===== src/rtl/seg_pipe_adder_if.sv =====
// seg_pipe_adder_if: operand and result handshake bundle for seg_pipe_adder.
// Holds in_valid/in_ready with a, b, cin, sub on the input side and
// out_valid/out_ready with s, cout, ovf on the output side.
// Ports: none (signal bundle only); master = producer/consumer side, slave = adder side.
interface seg_pipe_adder_if #(
  parameter int N = 32
) ();
  logic         in_valid;
  logic         in_ready;
  logic [N-1:0] a;
  logic [N-1:0] b;
  logic         cin;
  logic         sub;
  logic         out_valid;
  logic         out_ready;
  logic [N-1:0] s;
  logic         cout;
  logic         ovf;

  modport master (
    output in_valid, a, b, cin, sub, out_ready,
    input  in_ready, out_valid, s, cout, ovf
  );

  modport slave (
    input  in_valid, a, b, cin, sub, out_ready,
    output in_ready, out_valid, s, cout, ovf
  );
endinterface


===== src/rtl/seg_pipe_adder.sv =====
// seg_pipe_adder: pipelined N-bit adder/subtractor, carry resolved SEG bits per stage.
// Latency: STAGES = N/SEG cycles from accept to out_valid when not stalled.
// Backpressure: whole pipe freezes while a result waits; in_ready = !out_valid | out_ready.
// Ports: clk, rst (async, active-high); bus (slave modport): in_valid/in_ready, a, b,
//        cin, sub in; out_valid/out_ready, s, cout, ovf out.
module seg_pipe_adder #(
  parameter int N   = 32,
  parameter int SEG = 8
) (
  input  logic            clk,
  input  logic            rst,
  seg_pipe_adder_if.slave bus
);
  localparam int STAGES = (SEG > 0) ? (N / SEG) : 1;

  if (SEG < 1 || N < SEG || (N % SEG) != 0) begin : g_bad_params
    $error("seg_pipe_adder: N (%0d) must be a positive multiple of SEG (%0d)", N, SEG);
  end

  // Per-stage state. a/b hold the operand segments not yet added, shifted so the
  // next segment to resolve sits in the low SEG bits. r collects resolved result
  // segments from the top down, so after the last stage segment 0 lands at the LSBs.
  typedef struct packed {
    logic         vld;
    logic         carry;
    logic         sign_a;
    logic         sign_b;
    logic [N-1:0] a;
    logic [N-1:0] b;
    logic [N-1:0] r;
  } stage_t;

  stage_t       st_q  [STAGES];
  stage_t       st_d  [STAGES];
  stage_t       st_in [STAGES];
  logic         advance;
  logic [N-1:0] b_eff;
  logic         c_in0;
  logic [SEG:0] seg_sum;

  // Subtract is a + ~b + 1, so the forced carry-in replaces cin.
  assign b_eff = bus.sub ? ~bus.b : bus.b;
  assign c_in0 = bus.sub ? 1'b1 : bus.cin;

  assign st_in[0] = '{
    vld:    bus.in_valid,
    carry:  c_in0,
    sign_a: bus.a[N-1],
    sign_b: b_eff[N-1],
    a:      bus.a,
    b:      b_eff,
    r:      '0
  };

  for (genvar k = 1; k < STAGES; k++) begin : g_link
    assign st_in[k] = st_q[k-1];
  end

  always_comb begin
    advance = !st_q[STAGES-1].vld || bus.out_ready;
    seg_sum = '0;
    for (int k = 0; k < STAGES; k++) begin
      st_d[k] = st_q[k];
      seg_sum = {1'b0, st_in[k].a[SEG-1:0]} + {1'b0, st_in[k].b[SEG-1:0]}
              + {{SEG{1'b0}}, st_in[k].carry};
      if (advance) begin
        st_d[k].vld = st_in[k].vld;
        // Bubbles leave the data untouched so outputs keep their last value.
        if (st_in[k].vld) begin
          st_d[k].carry  = seg_sum[SEG];
          st_d[k].sign_a = st_in[k].sign_a;
          st_d[k].sign_b = st_in[k].sign_b;
          st_d[k].a      = st_in[k].a >> SEG;
          st_d[k].b      = st_in[k].b >> SEG;
          st_d[k].r      = (st_in[k].r >> SEG) | (N'(seg_sum[SEG-1:0]) << (N - SEG));
        end
      end
    end
  end

  always_ff @(posedge clk or posedge rst) begin
    if (rst) begin
      for (int k = 0; k < STAGES; k++) begin
        st_q[k] <= '0;
      end
    end else begin
      st_q <= st_d;
    end
  end

  assign bus.in_ready  = advance;
  assign bus.out_valid = st_q[STAGES-1].vld;
  assign bus.s         = st_q[STAGES-1].r;
  assign bus.cout      = st_q[STAGES-1].carry;
  assign bus.ovf       = (st_q[STAGES-1].sign_a == st_q[STAGES-1].sign_b) &&
                         (st_q[STAGES-1].r[N-1] != st_q[STAGES-1].sign_a);
endmodule


===== src/flat_wrapper.sv =====
// flat-port wrapper written by rule: the top's interface ports become plain ports
module seg_pipe_adder_flat 
#(
  parameter int N   = 32,
  parameter int SEG = 8
)
  (clk, rst, bus_in_valid, bus_a, bus_b, bus_cin, bus_sub, bus_out_ready, bus_in_ready, bus_out_valid, bus_s, bus_cout, bus_ovf);
  seg_pipe_adder_if #(.N(N)) bus_i ();
  input  logic clk;
  input  logic rst;
  input wire logic [$bits(bus_i.in_valid)-1:0] bus_in_valid;
  input wire logic [$bits(bus_i.a)-1:0] bus_a;
  input wire logic [$bits(bus_i.b)-1:0] bus_b;
  input wire logic [$bits(bus_i.cin)-1:0] bus_cin;
  input wire logic [$bits(bus_i.sub)-1:0] bus_sub;
  input wire logic [$bits(bus_i.out_ready)-1:0] bus_out_ready;
  output wire logic [$bits(bus_i.in_ready)-1:0] bus_in_ready;
  output wire logic [$bits(bus_i.out_valid)-1:0] bus_out_valid;
  output wire logic [$bits(bus_i.s)-1:0] bus_s;
  output wire logic [$bits(bus_i.cout)-1:0] bus_cout;
  output wire logic [$bits(bus_i.ovf)-1:0] bus_ovf;
  assign bus_i.in_valid = bus_in_valid;
  assign bus_i.a = bus_a;
  assign bus_i.b = bus_b;
  assign bus_i.cin = bus_cin;
  assign bus_i.sub = bus_sub;
  assign bus_i.out_ready = bus_out_ready;
  assign bus_in_ready = bus_i.in_ready;
  assign bus_out_valid = bus_i.out_valid;
  assign bus_s = bus_i.s;
  assign bus_cout = bus_i.cout;
  assign bus_ovf = bus_i.ovf;
  seg_pipe_adder #(.N(N), .SEG(SEG)) u_core (.clk(clk), .rst(rst), .bus(bus_i));
endmodule

===== config.mk =====
export PLATFORM = sky130hd
export DESIGN_NAME = seg_pipe_adder_flat
export DESIGN_NICKNAME = d
export VERILOG_FILES = /design/src/rtl/seg_pipe_adder_if.sv /design/src/rtl/seg_pipe_adder.sv /design/src/flat_wrapper.sv
export SDC_FILE = /design/constraint.sdc
export NUM_CORES = 1
export LEC_CHECK = 0
export ABC_CLOCK_PERIOD_IN_PS = 16920
export CORE_AREA = 2 2 123 125
export DETAILED_ROUTE_END_ITERATION = 8
export DIE_AREA = 0 0 125 127
export PLACE_DENSITY = 0.84
export SETUP_SLACK_MARGIN = 0.05
export SYNTH_ARGS = -nofsm -noshare
export SYNTH_HDL_FRONTEND = slang
export SYNTH_SLANG_ARGS = --single-unit

===== constraint.sdc =====
create_clock -name clk -period 16.92 [get_ports clk]
set_clock_uncertainty 0.2 [all_clocks]
set_input_delay 3.384 -clock clk [delete_from_list [all_inputs] [get_ports clk]]
set_output_delay 3.384 -clock clk [all_outputs]
set_load 0.1 [all_outputs]

# ---- Yosys cells after proc, flatten, opt, wreduce, memory -nomap -nowiden
# Cells that the tools add are included.
dict set report totals {
  ff_bits 216
  input_bits 70
  output_inout_bits 36
  elab_cells 49
}
dict set report op_classes {
  add_sub_neg 8
  eq_ne 2
  n_mux 2
  n_bitwise 4
  n_reduce_logical 7
}
# cell n
set ops {}
lappend ops {{$or 24x32->32} 3}
lappend ops {{$add 8x8->9} 4}
lappend ops {{$add 9x1->9} 4}
lappend ops {{$mux 32} 1}
lappend ops {{$not 32->32} 1}
lappend ops {{$reduce_and 2->1} 4}
lappend ops {{$eq 1x1->1} 1}
lappend ops {{$logic_and 1x1->1} 1}
lappend ops {{$logic_not 1->1} 1}
lappend ops {{$logic_or 1x1->1} 1}
lappend ops {{$mux 1} 1}
lappend ops {{$ne 1x1->1} 1}

# ---- Depth between registers and ports, before layout
# Gate-level depths: netlist of run 1.
dict set report depth {
  ltp_word 4
  ltp_mapped 11
  mapped_depth_nobuf 9
}

# ---- Worst setup path after synthesis of run 1
# Ideal clock, no wire load.
dict set report synth_path {
  path_kind {input port to output port}
  start {input port bus_out_ready}
  end {output port bus_in_ready}
  arrival_ns 4.522
  required_time_ns 13.336
  setup_slack_ns 8.814
  path_stages 2
  path_buffers 1
  cell_sequence {nand2b_4 -> clkbuf_1}
}
dict set report synth_between {
  elab_chain_len 1
}
# item line_no
set synth_rtl {}
lappend synth_rtl {{from (decl)} flat_wrapper.sv:16} ;# input wire logic [$bits(bus_i.out_ready)-1:0] bus_out_ready;
lappend synth_rtl {{$logic_or 1x1->1} seg_pipe_adder.sv:60} ;# advance = !st_q[STAGES-1].vld || bus.out_ready;
lappend synth_rtl {{to (decl)} flat_wrapper.sv:17} ;# output wire logic [$bits(bus_i.in_ready)-1:0] bus_in_ready;
# Every way passes these cells.

# ---- Worst setup path after layout of run 1
# Same ends and word-level chain as after synthesis.

==> results.py, run 1 <==
metrics = {
    "clocking": {
        "cts_hold_buffers": 0,
        "cts_htree_levels": 4,
        "cts_resized": 0,
        "path_clk_slew_ps": 60,
        "cts_buffers": 17,
        "cts_tree": "done",
        "clock-sinks": 186,
        "worstSkewPairLatency_ps": 430,
        "post_cts_buffers": 0,
        "clk_path_buf_depth": 2,
        "root_buffer": "clkbuf_16",
    },
    "critical_path": {
        "critPathMaxFanout": 14,
        "cp-start-kind": "primary input",
        "critPathKind": "in -> out",
        "end_kind": "primary output",
        "cp.required_ps": 13340,
        "ff2ff_path_depth": 6,
        "arrival_ps": 5240,
    },
    "cells_and_area": {
        "n_fill_cell": 1016,
        "drive_gt1_share_pct": 24.1,
        "n_antenna_cell": 0,
        "area_growth_pct": 16.9,
        "final_cell_area_um2": 10100,
        "fin_nets": 849,
    },
    "global_route": {
        "use_met1_pct": 24.6,
        "grt_max_degree": 110,
        "use_met2_pct": 33.7,
        "grt_use_met3_pct": 4.61,
        "grt_pass1_vias": 5383,
        "grt_pass1_wl_um": 24900,
        "grt.total_usage_pct": 19.7,
        "grt.busiest_layer": "met2",
        "overflow": 0,
        "antenna_found_initial": 0,
    },
    "min_path": {
        "hold_path.class": "reg -> reg",
        "whs_path_depth": 2,
    },
    "placement": {
        "port_buffers": 105,
        "place_area_um2": 9510,
        "place_congestion": 0.835,
        "post-place-ws_ps": 8100,
        "dp_hpwl_um": 10100,
    },
    "synthesis": {
        "ys_seq_elements": 186,
        "syn_area_um2": 8610,
        "yosysWarningCount": 0,
        "synth_area_per_cell_um2": 12.7,
        "synth-seq-area-share_pct": 54.1,
        "synth_nets": 783,
        "syn_inst": 677,
        "ys.flop_type": "dfrtp_1",
        "synth_cell_types": 33,
        "synth-edff-count": 0,
        "async_reset_ff_share_pct": 100,
    },
    "floorplan": {
        "num_rows": 44,
        "fp.coreArea_um2": 14400,
        "ios": 106,
        "dieArea_um2": 15900,
        "die_y_um": 127,
        "die-width_um": 125,
        "initial_utilization_pct": 59.7,
    },
    "timing": {
        "setup_slack_ps": 8100,
        "min_period_ps": 8820,
        "slew_headroom_pct": 26.9,
        "period_share_pct": 52.1,
        "setup_viol": 0,
        "worst_pin_slew_ps": 1090,
        "max_freq_ghz": 0.113,
        "drv_slew": 0,
        "rsz0062_at_grt": "false",
        "hold_viol_final": 0,
        "fin_setup_tns_ps": 0,
    },
    "run_status": {
        "status": "complete, no violations",
    },
    "route": {
        "ant_nets": 0,
        "vias_per_cell": 5.40,
        "drt-total-wl_um": 14800,
        "num_vias": 5077,
        "drt_iter0_markers": 200,
        "dr.pass1.iters": 6,
        "drc": 0,
        "wl_per_cell_um": 15.8,
    },
    "flow_run": {
        "drv_cap": 0,
    },
    "power_and_ir_drop": {
        "leakagePower_uw": 0.00441,
        "power_density_nw_per_um2": 217,
        "vdd_drop_max_mv": 0.104,
        "p_total_uw": 2180,
    },
}
[where the power goes]
group | leakage (uW) | internal, uW | switching, uW
Sequential | 0.00224 | 646 | 112
Clock | 0.000269 | 206 | 158
Combinational | 0.00189 | 415 | 641
[cell families (layout without fill, tap and decap cells)]
family / Yosys count / after routing / synth area share [%]
compound gates: 113 / 113 / 8.34
simple gates: 87 / 87 / 4.23
xor+xnor: 51 / 51 / 5.19
fa+ha+maj: 36 / 36 / 5.93
buf+inv: 75 / 154 / 5.35
mux: 129 / 129 / 16.9
flops: 186 / 186 / 54.1
[synthesized netlist by cell type, types with 4 or more instances]
library cell	count	area (um^2)
nor2_1	16	60.1
xor2_1	21	184
o211ai_1	4	30.0
inv_1	14	52.6
fa_1	8	160
buf_2	17	85.1
nand2_1	59	221
a21o_1	4	30.0
o31ai_1	4	30.0
o31ai_2	4	50.1
dfrtp_1	186	4650
o21ai_1	6	30.0
clkbuf_1	5	18.8
mux2_2	129	1450
buf_4	36	270
nand2b_1	5	31.3
o21ai_0	54	270
xnor2_1	30	263
a21oi_1	20	100
ha_1	28	350
a211oi_1	5	37.5
[stage by stage]
stage          hold WS (ps)  utilization [%]  std cells
2_1_floorplan           245                -        677
3_3_place_gp            260             66.0        908
3_5_place_dp            269             66.0        908
4_1_cts                 283             69.7        940
5_1_grt                 292             69.7        940
6_report                276             69.7        940
[flip-flops by register name, summed over array words and instances, names as in the netlist]
signal                cells
u_core.st_in            150
u_core.bus.out_valid      1
u_core.st_q               2
u_core.bus.cout           1
u_core.bus.s             32
[layout by cell type, fill, tap and decap left out, types with 4 or more instances in the layout]
cell type | Yosys | final
clkinv_2 | 0 | 5
inv_1 | 14 | 13
nor2_1 | 16 | 16
clkdlybuf4s50_1 | 0 | 104
clkbuf_16 | 0 | 17
fa_1 | 8 | 8
xnor2_1 | 30 | 30
a21o_1 | 4 | 4
o31ai_2 | 4 | 4
o211ai_1 | 4 | 4
o31ai_1 | 4 | 4
xor2_1 | 21 | 21
a211oi_1 | 5 | 5
dfrtp_1 | 186 | 186
nand2_1 | 59 | 55
nand2_2 | 3 | 7
mux2_2 | 129 | 129
ha_1 | 28 | 28
o21ai_1 | 6 | 6
nand2b_1 | 5 | 5
o21ai_0 | 54 | 54
a21oi_1 | 20 | 20
clkbuf_8 | 0 | 5
[metal layers]
metal	vias up	part of all wire, %
met5	-	0
met4	0	1.8
met3	24	4.1
met2	106	50
met1	2503	44
li1	2444	-
[layout make-up]
cell class / instances / area (um^2) / share of cell area [%]
clock buffers: 25 / 505 / 5.03
clock inverters: 7 / 40.0 / 0.398
inverters: 14 / 57.6 / 0.572
multi-input cells: 416 / 3500 / 34.8
flip-flops and latches: 186 / 4650 / 46.3
well taps: 184 / 230 / 2.29
repair buffers: 108 / 1070 / 10.6
[critical path: stages]
cell and delay (ps):
clkdlybuf4s50_1 450, nand2b_4 230, clkdlybuf4s50_1 1170
[worst paths after layout]
| check | start | to | slack (ps) |
|---|---|---|---|
| max | bus_out_ready | bus_in_ready | 8100 |
| min | u_core.st_in[227]$_DFFE_PP0P_ | u_core.st_in[227]$_DFFE_PP0P_ | 280 |
| max reg2reg | u_core.st_in[132]$_DFFE_PP0P_ | u_core.st_in[30]$_DFFE_PP0P_ | 14360 |
| min reg2reg | u_core.st_in[227]$_DFFE_PP0P_ | u_core.st_in[227]$_DFFE_PP0P_ | 280 |
| max in group asynchronous | rst | u_core.st_in[249]$_DFFE_PP0P_ | 11700 |
| min in group asynchronous | rst | u_core.bus.s[0]$_DFFE_PP0P_ | 3340 |
Note: power is estimated with default switching activity, not from simulation.
==> inputs of run 2 (changes only) <==
- ABC_CLOCK_PERIOD_IN_PS: 16920 -> 8600
- CORE_AREA: 2 2 123 125 -> 2 2 127 129
- DIE_AREA: 0 0 125 127 -> 0 0 129 131
- PLACE_DENSITY: 0.84 -> 0.8
- clock period: 16.92 -> 8.6 ns (I/O delays scaled with it)
==> run 2 against run 1 <==
Net effect:
- clock-buffer cell count down 3
- first-iteration DRC count increased by 62%
- design area is 1.3% higher
- largest power group unchanged
- core utilization shrank 4.4 points
- total power increased by 100%
- global-route usage decreased by 0.57 points
- non-clock buffer count unchanged
- largest cell class unchanged
==> results.py, run 2 (synthesis gave the netlist of run 1 again) <==
metrics = {
    "power_and_ir_drop": {
        "power_frac_comb_pct": 47.1,
        "pwr-share-seq_pct": 34.0,
        "vdd_drop_max_mv": 0.236,
        "swShare_pct": 41.1,
        "leakagePower_uw": 0.00445,
        "p_clk_share_pct": 18.9,
        "p_total_uw": 4400,
        "switching_power_uw": 1810,
        "power_density_nw_per_um2": 432,
        "p_int_uw": 2600,
    },
    "timing": {
        "max_freq_ghz": 0.182,
        "hold_viol_final": 0,
        "period_share_pct": 64.0,
        "rsz0062_at_grt": "false",
        "fin_setup_tns_ps": 0,
        "drv_slew": 0,
        "min_period_ps": 5500,
        "slew_headroom_pct": 24.3,
        "worst_pin_slew_ps": 1130,
        "setup_viol": 0,
        "setup_slack_ps": 3100,
    },
    "cells_and_area": {
        "final_cell_mix": "dfrtp_1, mux2_2, clkdlybuf4s50_1, nand2_1, o21ai_0",
        "fin_nets": 849,
        "area_growth_pct": 18.4,
        "n_antenna_cell": 0,
        "largest_register_ffs": 150,
        "drive_gt1_share_pct": 24.2,
        "layout_commonest_cell": "dfrtp_1",
    },
    "clocking": {
        "cts_hold_buffers": 0,
        "cts_htree_levels": 4,
        "post_cts_buffers": 0,
        "cts_resized": 0,
        "worstSkewPairLatency_ps": 430,
        "clk_path_buf_depth": 2,
        "clock-sinks": 186,
        "cts_buffers": 17,
        "root_buffer": "clkbuf_16",
        "cts_tree": "done",
        "path_clk_slew_ps": 60,
    },
    "global_route": {
        "grt_pass1_wl_um": 25200,
        "grt.total_usage_pct": 19.1,
        "antenna_found_initial": 0,
        "grt_max_degree": 106,
        "overflow": 0,
        "grt_pass1_vias": 5321,
    },
    "route": {
        "drt-total-wl_um": 15300,
        "drt_iter0_markers": 324,
        "dr.pass1.iters": 4,
        "wl_per_cell_um": 15.7,
        "drc": 0,
        "vias_per_cell": 5.28,
        "num_vias": 5131,
        "ant_nets": 0,
    },
    "floorplan": {
        "initial_utilization_pct": 55.2,
        "die_y_um": 131,
        "ios": 106,
        "num_rows": 46,
        "fp.coreArea_um2": 15600,
        "dieArea_um2": 16900,
        "die-width_um": 129,
    },
    "critical_path": {
        "critPathMaxFanout": 14,
        "critPathKind": "in -> out",
        "cp.required_ps": 6680,
        "arrival_ps": 3580,
        "end_kind": "primary output",
        "cp-start-kind": "primary input",
    },
    "placement": {
        "post-place-ws_ps": 3080,
        "dp_hpwl_um": 10400,
        "port_buffers": 105,
        "place_congestion": 0.810,
    },
    "min_path": {
        "hold_path.class": "reg -> reg",
    },
    "run_status": {
        "status": "complete, no violations",
    },
    "flow_run": {
        "drv_cap": 0,
    },
}
run 2: cell count changes in the layout (fill, tap and decap cells not counted), sizes merged:
cell / change
bufinv: +4
clkbuf: -3
clkinv: -1
clkinvlp: -1
inv: +1
run 2: area by class of cell:
class | count | area, um^2
sequential | 186 | 4650
timing repair buffer | 108 | 1070
clock buffer | 22 | 474
tap | 216 | 270
clock inverter | 10 | 164
inverter | 14 | 57.6
fill | 1191 | 5410
multi-input combinational | 416 | 3500
run 2: worst paths after layout:
path,endpoint,depth (start not counted),slack (ps),from
max,bus_in_ready,3,3100,bus_out_ready
min,u_core.st_in[249]$_DFFE_PP0P_,2,280,u_core.st_in[249]$_DFFE_PP0P_
max reg2reg,u_core.bus.s[28]$_DFFE_PP0P_,7,6050,u_core.st_in[32]$_DFFE_PP0P_
min reg2reg,u_core.st_in[249]$_DFFE_PP0P_,2,280,u_core.st_in[249]$_DFFE_PP0P_
max in group asynchronous,u_core.bus.s[15]$_DFFE_PP0P_,3,4980,rst
min in group asynchronous,u_core.st_in[296]$_DFFE_PP0P_,2,1660,rst
run 2: power by group through the flow:
stage	clock network (uW)	logic, uW	registers, uW
after detailed placement	0	2070	1510
after global routing	884	2240	1550
after floorplan	0	1770	1470
after CTS	843	2090	1500
after global placement	0	2010	1490
final	832	2080	1500
run 2: critical path: stages:
cell             delay [ps]
clkdlybuf4s50_1         460
nand2b_4                230
clkdlybuf4s50_1        1170
run 2: layer usage:
layer | part of all wire, % | wire [um] | track usage (%) | vias to the layer above
met1 | 43 | 6630 | 23.5 | 2556
met5 | 0 | 0 | 0 | -
met4 | 2.0 | 310 | 7.61 | 0
met2 | 51 | 7740 | 33.3 | 112
li1 | - | - | - | 2439
met3 | 3.8 | 575 | 3.95 | 24
run 2: stage by stage:
stage / hold slack [ps] / instances / util [%] / instance area [um^2]
6_report: 278 / 972 / 65.3 / 10200
3_5_place_dp: 268 / 940 / 61.2 / 9550
2_1_floorplan: 245 / 677 / - / 8610
3_3_place_gp: 260 / 940 / 61.2 / 9550
4_1_cts: 282 / 972 / 65.3 / 10200
5_1_grt: 302 / 972 / 65.3 / 10200
==> RTL change 1: new RTL, settings of run 2 <==
Register the output `bus.ovf`; this adds one clock of latency there.
--- a/src/rtl/seg_pipe_adder.sv
+++ b/src/rtl/seg_pipe_adder.sv
@@ -92,7 +92,8 @@
   assign bus.out_valid = st_q[STAGES-1].vld;
   assign bus.s         = st_q[STAGES-1].r;
   assign bus.cout      = st_q[STAGES-1].carry;
-  assign bus.ovf       = (st_q[STAGES-1].sign_a == st_q[STAGES-1].sign_b) &&
-                         (st_q[STAGES-1].r[N-1] != st_q[STAGES-1].sign_a);
+  always_ff @(posedge clk) begin
+    bus.ovf <= (st_q[STAGES-1].sign_a == st_q[STAGES-1].sign_b) && (st_q[STAGES-1].r[N-1] != st_q[STAGES-1].sign_a);
+  end
 endmodule
 
Behaviour: not the same (a bounded check fails within 10 cycles, from zero or initial values and one cycle with rst high).
==> RTL change 1 against run 2 <==
Routed wire length shrank 0.60%. Sequential cell count grew 1. Cell area down 0.53%. Synthesized area increased by 0.23%. Utilization down 0.34 points. First-iteration DRC count decreased by 16%. Total power down 2.1%. Worst setup slack worse by 0.013 ns. Critical path type unchanged. Highest routed layer unchanged.
==> RTL change 1: results (changes against run 2) <==
* Worst voltage drop across the vdd grid at 0.234 mV (-0.90%)
* Signed area change from the synthesized netlist to the final layout at 17.5%
* Fill cell instance count of the final layout at 1200 (+0.76%)
* Met3 global-route usage at 0.0379 (-0.00163)
* Count of cell types in the netlist at 34 (+3.0%)
* Met3 Routed Length at 571 µm (-0.70%)
* DR vias/cell at 5.27 (-0.17%)
* Pin count of the biggest net entering global routing at 99 (-6.6%)
* Worst max-slew margin expressed relative to the limit at 0.261 (+0.0175)
* Synthesized netlist net count at 784 (+0.13%)
* Fraction of layout instances using a drive strength above 1 at 0.238 (-0.00365)
* Final routed wirelength across all metal layers at 15.2 mm (-0.60%)
* Largest delay contributor family on the critical path: buffers and inverters
* Area after DPL at 9570 µm² (+0.21%)
* Slowest cell on the critical path: sky130_fd_sc_hd__clkdlybuf4s50_1
* Via count of the first global-routing pass at 5204 (-2.2%)
* Detailed Route Iter0 Violations at 273 (-16%)
* Antenna violations before repair at 0 (unchanged)
* Routability cong. at 0.789 (-2.5%)
* Arrival time at the worst endpoint at 3.59 ns (about the same)
* Routed wire length on met2 at 7.78 mm (+0.61%)
* HPWL reported at the end of detailed placement at 10.4 mm (-0.25%)
* Met1 wire length at 6.61 mm (-0.26%)
* Synth top cells by count: 186 x sky130_fd_sc_hd__dfrtp_1, 129 x sky130_fd_sc_hd__mux2_2, 59 x sky130_fd_sc_hd__nand2_1
* Global-route wire length before repair at 25.1 mm (-0.25%)
* Leading cell types by total area after synthesis: sky130_fd_sc_hd__dfrtp_1 54%, sky130_fd_sc_hd__mux2_2 17%, sky130_fd_sc_hd__ha_1 4.1%
* Status: complete, no violations
* Nets@finish at 850 (+0.12%)
* Met1 track demand over resource at 0.243 (+0.00775)
* Met2 layer usage reported by global route at 0.332 (-0.000622)
* Leakage at 4.42 nW (-0.69%)
* Global router's overall resource usage at 0.192 (+0.000547)
* Sequential element share of the synthesized area at 0.542 (+0.00107)
* Critical Path Fanout Max at 14 (unchanged)
* Clock edge transition at the registers on the reported setup and hold paths at 0.06 ns (about the same)
* Async set-reset flop share out of synthesis at 0.995 (-0.00535)
* Post-placement setup slack at 3.09 ns (+0.0124 ns)
==> RTL change 1: area by class of cell <==
cell class / instances / area share
tap: 216 / 0.0267
clock inverter: 5 / 0.00580
timing repair buffer: 108 / 0.105
inverter: 14 / 0.00568
sequential: 187 / 0.461
multi-input combinational: 416 / 0.345
clock buffer: 25 / 0.0499
==> RTL change 1: report_power, final <==
part / leakage (nW) / internal, mW / switching (mW)
Clock: 0.272 / 0.435 / 0.309
Sequential: 2.25 / 1.28 / 0.224
Combinational: 1.89 / 0.815 / 1.25
Total: 4.42 / 2.53 / 1.79
==> RTL change 1: cell families after synthesis <==
| group | count (synthesis) | synth area share |
|---|---|---|
| adders and majority gates | 36 | 0.0592 |
| DFF | 187 | 0.542 |
| and+or+nand+nor | 87 | 0.0422 |
| buffers and inverters | 75 | 0.0534 |
| xor gates and xnor gates | 51 | 0.0518 |
| muxes | 129 | 0.168 |
| AOI/OAI and AO/OA | 113 | 0.0833 |
==> RTL change 1: per-stage QoR <==
step | hold slack [ns] | instances | power, mW
detailed placement | 0.267 | 941 | 3.58
global placement | 0.256 | 941 | 3.49
floorplan | 0.245 | 678 | 3.24
global route | 0.305 | 971 | 4.58
CTS | 0.281 | 971 | 4.35
finish | 0.275 | 971 | 4.31
==> RTL change 1: final timing paths <==
kind / end / start / depth (start not counted) / slack [ns]
min: u_core.st_in[241] / u_core.st_in[241] / 2 / 0.28
max reg2reg: u_core.st_in[28] / u_core.st_in[132] / 7 / 6.07
min in group asynchronous: u_core.bus.s[0] / rst / 2 / 1.64
max: bus_in_ready / bus_out_ready / 3 / 3.09
min reg2reg: u_core.st_in[241] / u_core.st_in[241] / 2 / 0.28
max in group asynchronous: u_core.st_in[277] / rst / 3 / 4.97
==> RTL change 2: new RTL, config.mk and constraints of run 2 <==
Made on the original files. `N` is set to 32 in 3 places; all go to 16.
--- a/src/rtl/seg_pipe_adder_if.sv
+++ b/src/rtl/seg_pipe_adder_if.sv
@@ -3,7 +3,7 @@
 // out_valid/out_ready with s, cout, ovf on the output side.
 // Ports: none (signal bundle only); master = producer/consumer side, slave = adder side.
 interface seg_pipe_adder_if #(
-  parameter int N = 32
+  parameter int N = 16
 ) ();
   logic         in_valid;
   logic         in_ready;
--- a/src/rtl/seg_pipe_adder.sv
+++ b/src/rtl/seg_pipe_adder.sv
@@ -4,7 +4,7 @@
 // Ports: clk, rst (async, active-high); bus (slave modport): in_valid/in_ready, a, b,
 //        cin, sub in; out_valid/out_ready, s, cout, ovf out.
 module seg_pipe_adder #(
-  parameter int N   = 32,
+  parameter int N   = 16,
   parameter int SEG = 8
 ) (
   input  logic            clk,
--- a/src/flat_wrapper.sv
+++ b/src/flat_wrapper.sv
@@ -1,7 +1,7 @@
 // flat-port wrapper written by rule: the top's interface ports become plain ports
 module seg_pipe_adder_flat 
 #(
-  parameter int N   = 32,
+  parameter int N   = 16,
   parameter int SEG = 8
 )
   (clk, rst, bus_in_valid, bus_a, bus_b, bus_cin, bus_sub, bus_out_ready, bus_in_ready, bus_out_valid, bus_s, bus_cout, bus_ovf);
Interface: changed (resized bus_a, bus_b and bus_s); port bits go from 106 to 58. The function was not compared with the original's and may differ.
==> RTL change 2 against run 2 <==
Via count decreased by 60%. Sequential cell count decreased by 140. Cell area decreased by 65%. Total power decreased by 73%. Die area unchanged. Worst setup slack got worse by 0.015 ns. Routed wire length decreased by 56%. Non-clock buffer count decreased by 51. Synthesized area decreased by 68%. Critical endpoint unchanged. Largest cell class is now multi-input gates.
==> RTL change 2: results (changes against run 2) <==
* Status: complete, no violations
* Flip-flop count of the largest register, all copies and words added at 26 (-83%)
* Final cell count without fillers at 517 (-47%)
* Met2 layer usage reported by global route at 0.144 (-0.188)
* Reported sequential group power at 330 µW (-78%)
* Met1 track demand over resource at 0.100 (-0.135)
* Beginning of the worst register-to-register path: u_core.st_in[16]
* Detailed Route Iter0 Violations at 197 (-39%)
* Proportion of cell area occupied by registers at 0.320 (-0.137)
* Fill cell instance count of the final layout at 1673 (+40%)
* Routed wire length on met2 at 3.26 mm (-58%)
* Placed cell count at 509 (-46%)
* Global-route wire length before repair at 10.8 mm (-57%)
* Deepest level of the CTS H-tree at 2 (-2)
* Count of cell types in the netlist at 47 (+42%)
* Post-Syn Area per Cell at 10.6 µm² (-16%)
* Met3 global-route usage at 0.0163 (-0.0232)
* Wire length per cell after detailed routing at 12.9 µm (-18%)
* Pin count of the biggest net entering global routing at 47 (-56%)
* Insertion delay to the later sink of the worst-skew pair at 0.29 ns (-0.14 ns)
* Area after DPL at 3430 µm² (-64%)
* Synthesized netlist net count at 317 (-60%)
* Hold path startpoint: u_core.st_in[12]
* Routability cong. at 0.754 (-6.9%)
* Synth top cells by count: 46 x sky130_fd_sc_hd__dfrtp_1, 20 x sky130_fd_sc_hd__nand2_1, 18 x sky130_fd_sc_hd__mux2_1
* Int Power at 612 µW (-76%)
* Final period utilization at 0.641 (+0.00172)
* Clk sink count at 46 (-75%)
* Via count of the first global-routing pass at 2105 (-60%)
* Endpoint, Worst Hold: u_core.st_in[12]
* Fraction of layout instances using a drive strength above 1 at 0.0731 (-0.169)
* Count of clock-net buffers in the final layout at 6 (-73%)
* Met1 wire length at 2.92 mm (-56%)
* Post-placement setup slack at 3.09 ns (+0.0148 ns)
* Synth Area in Compound Gates at 0.148 (+0.0650)
* Worst voltage drop across the vdd grid at 0.0947 mV (-60%)
* Synthesized-area fraction occupied by adder cells at 0.0920 (+0.0327)
* IO Port Bufs at 57 (-46%)
* HPWL reported at the end of detailed placement at 5.28 mm (-49%)
* DR vias/cell at 3.95 (-25%)
* Sequential element share of the synthesized area at 0.415 (-0.126)
* Comb_multi_in at 179 (-57%)
* Inverter count of the layout excluding clock inverters at 11 (-3)
* Post-synthesis xor/xnor area fraction at 0.0663 (+0.0144)
* Total CTS buffers at 5 (-12)
* Hold depth at 1 (-1)
* Combinational power share at 0.544 (+0.073)
* Nets@finish at 356 (-58%)
* Clock network area share at 0.0463 (-0.0163)
* Share of cell area taken by multi-input logic gates at 0.387 (+0.0433)
* Final Hold Slack at 0.276 ns (-0.00109 ns)
* Leading cell types by total area after synthesis: sky130_fd_sc_hd__dfrtp_1 41%, sky130_fd_sc_hd__mux2_1 7.3%, sky130_fd_sc_hd__ha_1 6.3%
==> RTL change 2: cell types whose count changed after synthesis, sizes merged, moves of 5 or more <==
| cell | run 2 | this run |
|---|---|---|
| nand2 | 62 | 21 |
| o21ai | 60 | 27 |
| o31ai | 8 | 2 |
| nand3 | 0 | 5 |
| mux2 | 129 | 21 |
| xor2 | 21 | 12 |
| nor2 | 16 | 10 |
| xnor2 | 30 | 9 |
| dfrtp | 186 | 46 |
| a21oi | 20 | 4 |
| ha | 28 | 14 |
| buf | 56 | 24 |
==> RTL change 2: worst max-delay path: stages <==
cell and delay, ns:
sky130_fd_sc_hd__clkdlybuf4s50_1 0.44, sky130_fd_sc_hd__nor2b_4 0.35, sky130_fd_sc_hd__inv_6 0.10, sky130_fd_sc_hd__clkdlybuf4s50_1 0.99
